## src/rtl/datamem_ctrl.sv

```systemverilog
// Data-memory controller: decodes core load/store requests onto SDRAM, frame buffer or GPIO,
// extracts byte/half load lanes, and guarantees every request ends with opFinish (opErr on fault).
module datamem_ctrl #(
  parameter logic [7:0] SDRAM_BASE = 8'h80,
  parameter logic [7:0] FB_BASE    = 8'h20,
  parameter logic [7:0] IO_BASE    = 8'h10,
  parameter int         NUM_GPIO   = 4,
  parameter int         GPIO_W     = 8,
  parameter int         FB_RD_LAT  = 1,
  parameter int         TIMEOUT    = 1023
) (
  input  logic                       clk,
  input  logic                       rst_n,
  input  logic [31:0]                data,
  input  logic [31:0]                addr,
  input  logic                       memRead,
  input  logic                       memWrite,
  input  logic [2:0]                 memSignWidth,
  output logic                       initFinish,
  output logic                       op,
  output logic                       opFinish,
  output logic                       opErr,
  output logic [31:0]                dataOut,
  output logic                       sdram_enable,
  output logic                       sdram_write,
  output logic [23:0]                sdram_addr,
  output logic [31:0]                sdram_wdata,
  output logic [1:0]                 sdram_dwidth,
  input  logic [31:0]                sdram_rdata,
  input  logic                       sdram_ready,
  output logic [NUM_GPIO*GPIO_W-1:0] gpio_out,
  input  logic [GPIO_W-1:0]          gpio_in,
  output logic                       fb_we,
  output logic                       fb_re,
  output logic [1:0]                 fb_mask,
  output logic [15:0]                fb_addr,
  output logic [31:0]                fb_wdata,
  input  logic [31:0]                fb_rdata
);

  localparam logic [3:0] S_INIT    = 4'd0;
  localparam logic [3:0] S_IDLE    = 4'd1;
  localparam logic [3:0] S_IO      = 4'd2;
  localparam logic [3:0] S_FB_REQ  = 4'd3;
  localparam logic [3:0] S_FB_WAIT = 4'd4;
  localparam logic [3:0] S_SD_REQ  = 4'd5;
  localparam logic [3:0] S_SD_WAIT = 4'd6;
  localparam logic [3:0] S_DONE    = 4'd7;
  localparam logic [3:0] S_ERR     = 4'd8;
  localparam logic [3:0] S_FAULT   = 4'd9;

  localparam int         TW       = $clog2(TIMEOUT + 1);
  localparam logic [TW-1:0] TMO_LAST = TW'(TIMEOUT - 1);
  localparam logic [2:0]    FB_LAST  = 3'(FB_RD_LAT - 1);

  logic [3:0]        state;
  logic [TW-1:0]     tmo_cnt;
  logic [2:0]        fb_cnt;
  logic [GPIO_W-1:0] gpio_q [NUM_GPIO];
  logic [GPIO_W-1:0] gpio_sel;
  logic [31:0]       io_rd;
  logic [7:0]        io_idx;
  logic              io_hit;
  logic [1:0]        width;
  logic              misaligned;

  assign width      = memSignWidth[1:0];
  assign misaligned = (width == 2'b11) || (width == 2'b01 && addr[0]) ||
                      (width == 2'b10 && addr[1:0] != 2'b00);
  assign io_idx     = addr[7:0];
  assign io_hit     = 32'(io_idx) < NUM_GPIO;

  assign op           = memRead | memWrite;
  assign opFinish     = (state == S_DONE) || (state == S_ERR);
  assign opErr        = (state == S_ERR);
  assign sdram_enable = (state == S_SD_REQ);
  assign sdram_write  = (state == S_SD_REQ) && memWrite;
  assign sdram_addr   = addr[23:0];
  assign sdram_wdata  = data;
  assign sdram_dwidth = width;
  assign fb_we        = (state == S_FB_REQ) && memWrite;
  assign fb_re        = (state == S_FB_REQ) && !memWrite;
  assign fb_mask      = width;
  assign fb_addr      = addr[15:0];
  assign fb_wdata     = data;

  for (genvar g = 0; g < NUM_GPIO; g++) begin : g_gpio
    assign gpio_out[g*GPIO_W +: GPIO_W] = gpio_q[g];
  end

  // GPIO reads are index-addressed, so they return the whole zero-extended register with no lane shift.
  always_comb begin
    gpio_sel = '0;
    for (int i = 0; i < NUM_GPIO; i++)
      if (io_idx == 8'(i)) gpio_sel = gpio_q[i];
    io_rd = '0;
    if (io_hit) io_rd[GPIO_W-1:0] = gpio_sel;
    else        io_rd[GPIO_W-1:0] = gpio_in;
  end

  function automatic logic [31:0] extract(input logic [31:0] raw, input logic [1:0] w,
                                          input logic [1:0] lane, input logic zx);
    logic [31:0] sh;
    logic [31:0] res;
    sh  = '0;
    res = raw;
    case (w)
      2'b00: begin
        sh  = raw >> {lane, 3'b000};
        res = zx ? {24'h0, sh[7:0]} : {{24{sh[7]}}, sh[7:0]};
      end
      2'b01: begin
        sh  = raw >> {lane[1], 4'b0000};
        res = zx ? {16'h0, sh[15:0]} : {{16{sh[15]}}, sh[15:0]};
      end
      default: res = raw;
    endcase
    return res;
  endfunction

  // Decode faults pass through S_FAULT so they complete with the same latency as an IO access.
  always_ff @(posedge clk or negedge rst_n) begin
    if (!rst_n) begin
      state      <= S_INIT;
      initFinish <= 1'b0;
      dataOut    <= '0;
      tmo_cnt    <= '0;
      fb_cnt     <= '0;
      for (int i = 0; i < NUM_GPIO; i++) gpio_q[i] <= '0;
    end else begin
      case (state)
        S_INIT: if (sdram_ready) begin
          initFinish <= 1'b1;
          state      <= S_IDLE;
        end
        S_IDLE: begin
          tmo_cnt <= '0;
          fb_cnt  <= '0;
          if (op) begin
            if (misaligned)                 state <= S_FAULT;
            else if (addr[31:24] == SDRAM_BASE) state <= S_SD_REQ;
            else if (addr[31:24] == FB_BASE)    state <= S_FB_REQ;
            else if (addr[31:24] == IO_BASE)    state <= S_IO;
            else                                state <= S_FAULT;
          end
        end
        S_FAULT: begin
          dataOut <= '0;
          state   <= S_ERR;
        end
        S_IO: begin
          if (io_hit) begin
            if (memWrite) begin
              for (int i = 0; i < NUM_GPIO; i++)
                if (io_idx == 8'(i)) gpio_q[i] <= data[GPIO_W-1:0];
            end else begin
              dataOut <= io_rd;
            end
            state <= S_DONE;
          end else if (io_idx == 8'hFF && !memWrite) begin
            dataOut <= io_rd;
            state   <= S_DONE;
          end else begin
            dataOut <= '0;
            state   <= S_ERR;
          end
        end
        S_FB_REQ: state <= S_FB_WAIT;
        S_FB_WAIT: begin
          if (memWrite) begin
            state <= S_DONE;
          end else if (fb_cnt == FB_LAST) begin
            dataOut <= extract(fb_rdata, width, addr[1:0], memSignWidth[2]);
            state   <= S_DONE;
          end else begin
            fb_cnt <= fb_cnt + 3'd1;
          end
        end
        // One timeout counter spans request and wait so a stuck SDRAM cannot stall the core.
        S_SD_REQ, S_SD_WAIT: begin
          tmo_cnt <= tmo_cnt + 1'b1;
          if (state == S_SD_REQ && !sdram_ready) begin
            state <= S_SD_WAIT;
          end else if (state == S_SD_WAIT && sdram_ready) begin
            if (!memWrite) dataOut <= extract(sdram_rdata, width, addr[1:0], memSignWidth[2]);
            state <= S_DONE;
          end else if (tmo_cnt == TMO_LAST) begin
            dataOut <= '0;
            state   <= S_ERR;
          end
        end
        S_DONE:  state <= S_IDLE;
        S_ERR:   state <= S_IDLE;
        default: state <= S_IDLE;
      endcase
    end
  end

endmodule

```

## config.mk

```make
export PLATFORM = sky130hd
export DESIGN_NAME = datamem_ctrl
export DESIGN_NICKNAME = d
export VERILOG_FILES = /design/src/rtl/datamem_ctrl.sv
export SDC_FILE = /design/constraint.sdc
export NUM_CORES = 1
export LEC_CHECK = 0
export ABC_AREA = 0
export BUFFER_PORTS_ARGS = -buffer_cell sky130_fd_sc_hd__buf_2
export CORE_AREA = 2 2 124 126
export DETAILED_ROUTE_END_ITERATION = 8
export DIE_AREA = 0 0 126 128
export GPL_TIMING_DRIVEN = 1
export PLACE_DENSITY = 0.74
export SLEW_MARGIN = 20
export SYNTH_ARGS = -nofsm -noshare
export SYNTH_HDL_FRONTEND = slang
export SYNTH_SLANG_ARGS = --single-unit
```

## constraint.sdc

```tcl
create_clock -name clk -period 3 [get_ports clk]
set_clock_uncertainty 0.1 [all_clocks]
set_input_delay 0.15 -clock clk [delete_from_list [all_inputs] [get_ports clk]]
set_output_delay 0.15 -clock clk [all_outputs]
set_load 0.03 [all_outputs]
```

==> results of run 1 <==
tightest hold or removal path, cell delays in order:
cell	delay, ns
buf_2	0.09
a221oi_1	0.08
o21ai_2	0.10
metal layers:
layer | track usage (%) | vias up
met5 | 0 | -
met4 | 7.628 | 2
met3 | 6.636 | 56
met2 | 34.28 | 308
met1 | 30.36 | 2614
li1 | - | 2489
logic make-up after synthesis:
kind of cell,synth area share (%)
xor gates and xnor gates,0.4248
adders and majority gates,0.8091
muxes,14.42
DFF,33.17
AOI/OAI and AO/OA,20.13
and+or+nand+nor,14.00
buffers and inverters,17.05
area by class of cell:
cell class / instances / area [µm²] / share of cell area (%)
Antenna cell: 1 / 2.502 / 0.03593
Clock inverter: 7 / 105.1 / 1.509
Sequential cell: 82 / 2052 / 29.46
Tap cell: 188 / 235.2 / 3.378
Inverter: 14 / 52.55 / 0.7546
Timing Repair Buffer: 228 / 1212 / 17.41
Clock buffer: 9 / 225.2 / 3.234
Multi-Input combinational cell: 410 / 3079 / 44.21
through the flow:
| stage | power (mW) | cells | hold slack, ns | worst slack, ns |
|---|---|---|---|---|
| floorplan | 1.886 | 652 | -0.2456 | 0.7340 |
| global placement | 1.907 | 918 | 0.2002 | 0.4796 |
| detailed placement | 1.918 | 918 | 0.2002 | 0.4101 |
| CTS | 3.164 | 938 | 0.0006415 | 0.4032 |
| global route | 3.282 | 939 | 0.01507 | 0.2227 |
| finish | 3.151 | 939 | 0.01198 | 0.4087 |
registers in the layout (all words and copies together), names as in the netlist:
register and cells:
dataOut 32, state 4, tmo_cnt 10, fb_cnt 3, initFinish 1, gpio_out 32
cells in the final DEF, fill, tap and decap left out, types with 10 or more instances in the layout:
| cell | count |
|---|---|
| nor2_1 | 44 |
| nor3_1 | 11 |
| o21ai_0 | 25 |
| o221ai_1 | 13 |
| dfrtp_1 | 82 |
| nand2_1 | 57 |
| o21ai_2 | 22 |
| inv_1 | 14 |
| buf_2 | 210 |
| mux2_2 | 45 |
| a221o_1 | 12 |
| a21oi_1 | 13 |
| a221oi_1 | 20 |
| nand3_1 | 13 |
| nor2b_1 | 20 |
| buf_4 | 12 |
| mux4_2 | 10 |
| mux2i_1 | 16 |
worst max-delay path by stage:
| stage | endpoint | slack (ns) |
|---|---|---|
| finish | dataOut[8] | 0.41 |
| detailed placement | gpio_out[10] | 0.41 |
| global route | gpio_out[10] | 0.22 |
| floorplan | dataOut[16] | 0.73 |
| global placement | gpio_out[11] | 0.48 |
| CTS | dataOut[7] | 0.40 |
synth_stat cells (3+ instances only):
| cell type | n |
|---|---|
| buf_4 | 109 |
| dfrtp_1 | 82 |
| nand2_1 | 57 |
| mux2_2 | 45 |
| nor2_1 | 44 |
| o21ai_0 | 25 |
| o21ai_2 | 22 |
| a221oi_1 | 20 |
| nor2b_1 | 20 |
| clkbuf_1 | 16 |
| mux2i_1 | 16 |
| inv_1 | 14 |
| a21oi_1 | 13 |
| nand3_1 | 13 |
| o221ai_1 | 13 |
| a221o_1 | 12 |
| buf_2 | 12 |
| nor3_1 | 11 |
| mux4_2 | 10 |
| a22o_1 | 8 |
| a222oi_1 | 7 |
| a31oi_1 | 7 |
| buf_1 | 5 |
| buf_6 | 4 |
| ha_1 | 4 |
| o22ai_1 | 4 |
| and3_1 | 3 |
| nand4_1 | 3 |
| o31ai_1 | 3 |
| o41ai_1 | 3 |
| or4_1 | 3 |
power groups by stage:
stage,Sequential [mW],Combinational [mW],Clock [mW]
3_5_place_dp,1.20,0.716,0
4_1_cts,1.18,0.723,1.26
6_report,1.18,0.727,1.24
3_3_place_gp,1.20,0.710,0
2_1_floorplan,1.16,0.730,0
5_1_grt,1.19,0.782,1.31
==> impl_metrics.yaml, run 1 <==
outcome:
  status: "finished clean"
synth:
  ys.warnings.count: 0
  syn_area_um2: 6186
  synth_nets: 800
  synthCells: 652
  synth.distinct_cells: 64
  yosysSeqAreaShare_pct: 33.17
  ys.flop_type: "dfrtp_1"
  ys_ff_latch: 82
  synthArstFlopShare_pct: 100.0
  synth_area_leaders: "dfrtp_1 (33%), buf_4 (13%), mux2_2 (8.2%), mux4_2 (3.6%), nand2_1 (3.5%)"
  syn_avg_cell_area_um2: 9.488
  synth-edff-count: 0
  synth.largest_area_cell: "dfrtp_1"
  synth_top_cell_area_share_pct: 33.17
cts:
  cts_buffers: 9
  hold_buffers: 4
  cts_sinks: 82
  clock-root-buffer: "clkbuf_16"
  cts_buffer_depth: 2
  cts_htree_levels: 3
  insertion_delay_ns: 0.34
  clk_pin_slew_ns: 0.07
  cts_tree: "built"
  postCtsResizedCells: 0
  post_cts_buffers: 0
cells_and_area:
  postLayoutCellArea_um2: 6964
  n_fill_cell: 1468
  final_util_pct: 46.85
  syn_to_final_growth_pct: 12.58
  nets: 893
  drive_above_1_share_pct: 44.13
power:
  worst_ir_drop_vdd_uv: 254.5
  leakage_nw: 3.405
  swShare_pct: 32.87
  combinationalPowerShare_pct: 23.1
  cellPowerDensity_nw_per_um2: 452.4
  switchingPower_mw: 1.036
  clkPwrFrac_pct: 39.4
  p_seq_share_pct: 37.5
  intPower_mw: 2.115
worst_hold_path:
  min_path_type: "in -> reg"
  min-delay-start: "fb_rdata[28]"
  min_to: "dataOut[28]"
  hold_depth: 3
global_route:
  grt_pass1_vias: 5139
  grt_max_degree: 83
  grt-ovfl-total: 0
  grt_pass1_wl_um: 28610
  antenna_found_initial: 2
  grt_util_all_layers_pct: 22.37
floorplanning:
  start_util_pct: 41.62
  io_pins: 324
  core_area_um2: 14860
  rows: 45
  die-area_um2: 16130
  fp.dieH_um: 128
  die_w_um: 126
route:
  drc: 0
  routed_wl_um: 18840
  highest_layer: "met5"
  wl_met3_um: 1723
  drtIter0Drc: 599
  drt_first_pass_iters: 5
  route.met2.wl_um: 8661
  ant_nets: 0
  wl_per_cell_um: 20.06
  vias: 5469
  via_per_inst: 5.824
  drt-met1-wl_um: 7886
setup_path:
  cpPeakStageDelay_ns: 0.69
  crit_slowest_cell: "dfrtp_1"
  crit_chain: "nor2b_1 > a31oi_1 > a21oi_1 > or3_1 > buf_4 > a211oi_4 > a22o_1"
  worstPathArrival_ns: 2.77
  timing.rr.start: "state[3]"
  cp_num_buf_inv: 1
  cpLargestDelayFamily: "compound AO/OA/AOI/OAI gates"
  cp.required_ns: 3.17
  worstSetupStartpoint: "state[3]"
  r2r-end: "dataOut[8]"
  start_kind: "flip-flop"
  worstPathMaxFanout: 15
  path_depth: 7
  cp-end-kind: "flip-flop"
  critical_path_class: "reg -> reg"
  r2r_cells: 7
  rrSetupSlack_ns: 0.41
place:
  hpwl_um: 14160
  placed_cell_area_um2: 6588
  gp_congestion: 0.9189
  io_buffers: 211
sta:
  fmax_ghz: 0.3859
  maxSlewHeadroom_pct: 40.96
  drv_slew: 0
  setup_viol: 0
  timing.final.crit_share_pct: 86.38
  finalCriticalPeriod_ns: 2.591
  setup-tns-final_ns: 0
  worst-slew-pin-transition_ns: 0.8823
  hold_violations: 0
  rsz0062_at_grt: "false"
flow_run:
  max_cap_violations: 0
(Power assumes the default switching activity.)
==> run 2, diff against run 1 <==
--- a/config.mk
+++ b/config.mk
@@ -10,7 +10,7 @@
 export CORE_AREA = 2 2 124 126
 export DETAILED_ROUTE_END_ITERATION = 8
 export DIE_AREA = 0 0 126 128
-export GPL_TIMING_DRIVEN = 1
+export GPL_TIMING_DRIVEN = 0
 export PLACE_DENSITY = 0.74
 export SLEW_MARGIN = 20
 export SYNTH_ARGS = -nofsm -noshare
==> impl_metrics.yaml, run 2 (synthesis gave the netlist of run 1 again) <==
floorplanning:
  start_util_pct: 41.62
  fp.dieH_um: 128
  core_area_um2: 14860
  die_w_um: 126
  die-area_um2: 16130
  rows: 45
  io_pins: 324
cts:
  clk_pin_slew_ns: 0.07
  post_cts_buffers: 0
  clock-root-buffer: "clkbuf_16"
  cts_sinks: 82
  insertion_delay_ns: 0.35
  cts_buffers: 9
  cts_htree_levels: 3
  cts_buffer_depth: 2
  cts_tree: "built"
setup_path:
  endpoint: "dataOut[23]"
  r2r_cells: 9
  worstSetupStartpoint: "state[0]"
  cp-end-kind: "flip-flop"
  worstPathMaxFanout: 10
  worstPathArrival_ns: 2.99
  timing.rr.start: "state[0]"
  rrSetupSlack_ns: 0.19
  start_kind: "flip-flop"
  cp.required_ns: 3.18
  r2r-end: "dataOut[23]"
  critical_path_class: "reg -> reg"
place:
  gp_congestion: 0.9008
  io_buffers: 280
  hpwl_um: 16310
  dp_cells: 1121
global_route:
  grt_max_degree: 49
  grt_pass1_wl_um: 30710
  grt_pass1_vias: 5762
  grt-ovfl-total: 0
  grt_util_all_layers_pct: 24.39
  antenna_found_initial: 3
route:
  vias: 6225
  drc: 0
  routed_wl_um: 20700
  drtIter0Drc: 464
  ant_nets: 0
  wl_per_cell_um: 18.13
  drt_first_pass_iters: 7
  via_per_inst: 5.451
power:
  leakage_nw: 4.245
  cellPowerDensity_nw_per_um2: 417.6
  worst_ir_drop_vdd_uv: 406.6
cells_and_area:
  final_common_cell: "buf_2"
  final_cell_mix: "buf_2 (291), buf_4 (110), dfrtp_1 (82)"
  nets: 1096
  drive_above_1_share_pct: 53.93
  syn_to_final_growth_pct: 32.91
  n_fill_cell: 1401
  stdcell_count: 1142
flow_run:
  max_cap_violations: 0
outcome:
  status: "finished clean"
sta:
  rsz0062_at_grt: "false"
  drv_slew: 0
  timing.final.crit_share_pct: 93.66
  fmax_ghz: 0.3559
  hold_violations: 0
  finalCriticalPeriod_ns: 2.810
  worst-slew-pin-transition_ns: 0.7186
  maxSlewHeadroom_pct: 51.83
  setup-tns-final_ns: 0
  setup_viol: 0
worst_hold_path:
  min_path_type: "in -> reg"
-- run 2: changes by cell type in the layout (fill, tap and decap cells not counted), moves of 3 or more --
cell / before / now
buf_4: 12 / 110
buf_2: 210 / 291
clkbuf_1: 0 / 16
buf_1: 0 / 5
buf_6: 1 / 4
-- run 2: how the worst min path moves through the flow --
stage / start / to / slack, ns / cells past startpoint
2_1_floorplan: rst_n / dataOut[0] / -0.25 / 0
6_report: data[0] / gpio_out[16] / 0.006 / 2
3_5_place_dp: rst_n / dataOut[26] / 0.05 / 1
5_1_grt: data[6] / gpio_out[22] / 0.009 / 2
3_3_place_gp: sdram_rdata[27] / dataOut[27] / 0.36 / 3
4_1_cts: data[0] / gpio_out[16] / 0.001 / 2
-- run 2: per-stage QoR --
step / hold WS, ns / setup WS (ns) / total power, mW / cell area (µm²) / util (%)
6_report: 0.005584 / 0.1903 / 3.434 / 8222 / 55.31
5_1_grt: 0.008726 / 0.04387 / 3.576 / 8222 / 55.31
4_1_cts: 0.001150 / 0.1515 / 3.433 / 8213 / 55.25
3_5_place_dp: 0.04691 / 0.1602 / 2.232 / 7853 / 52.83
3_3_place_gp: 0.3557 / 0.1836 / 2.220 / 7823 / 52.63
2_1_floorplan: -0.2456 / 0.7340 / 1.886 / 6186 / -
-- run 2: power breakdown --
group	internal (mW)	switching [mW]
sequential	1.12	0.0190
clock	0.672	0.531
combinational	0.398	0.694
-- run 2: layer usage --
| metal | up-vias | track usage [%] | wire (µm) |
|---|---|---|---|
| li1 | 2891 | - | - |
| met1 | 2942 | 31.27 | 8190 |
| met2 | 342 | 39.25 | 9829 |
| met3 | 48 | 7.346 | 2048 |
| met4 | 2 | 8.791 | 622 |
| met5 | - | 0 | 13 |
-- run 2: what timing repair did --
item | CTS | global route
hold endpoints to repair | 38 | 0
gates resized for setup | 0 | 1
setup endpoints to repair | 0 | 3
hold buffers | 4 | 0
-- run 2: area by class of cell --
cell class	count	area (µm²)	share of cell area (%)
inverter	14	52.55	0.6392
clock inverter	7	95.09	1.157
timing repair buffer	285	1471	17.90
clock buffer	9	225.2	2.739
buffer	146	1002	12.19
sequential	82	2052	24.96
tap	188	235.2	2.861
antenna	1	2.502	0.03044
multi-input combinational	410	3085	37.53
-- run 2: critical path: stages (launching register included) --
cell      delay (ns)
dfrtp_1         0.37
buf_6           0.13
nor4b_2         0.62
o21ai_0         0.34
o21ai_0         0.13
or3_1           0.11
buf_2           0.21
clkbuf_1        0.51
nand2_1         0.14
o21ai_2         0.08
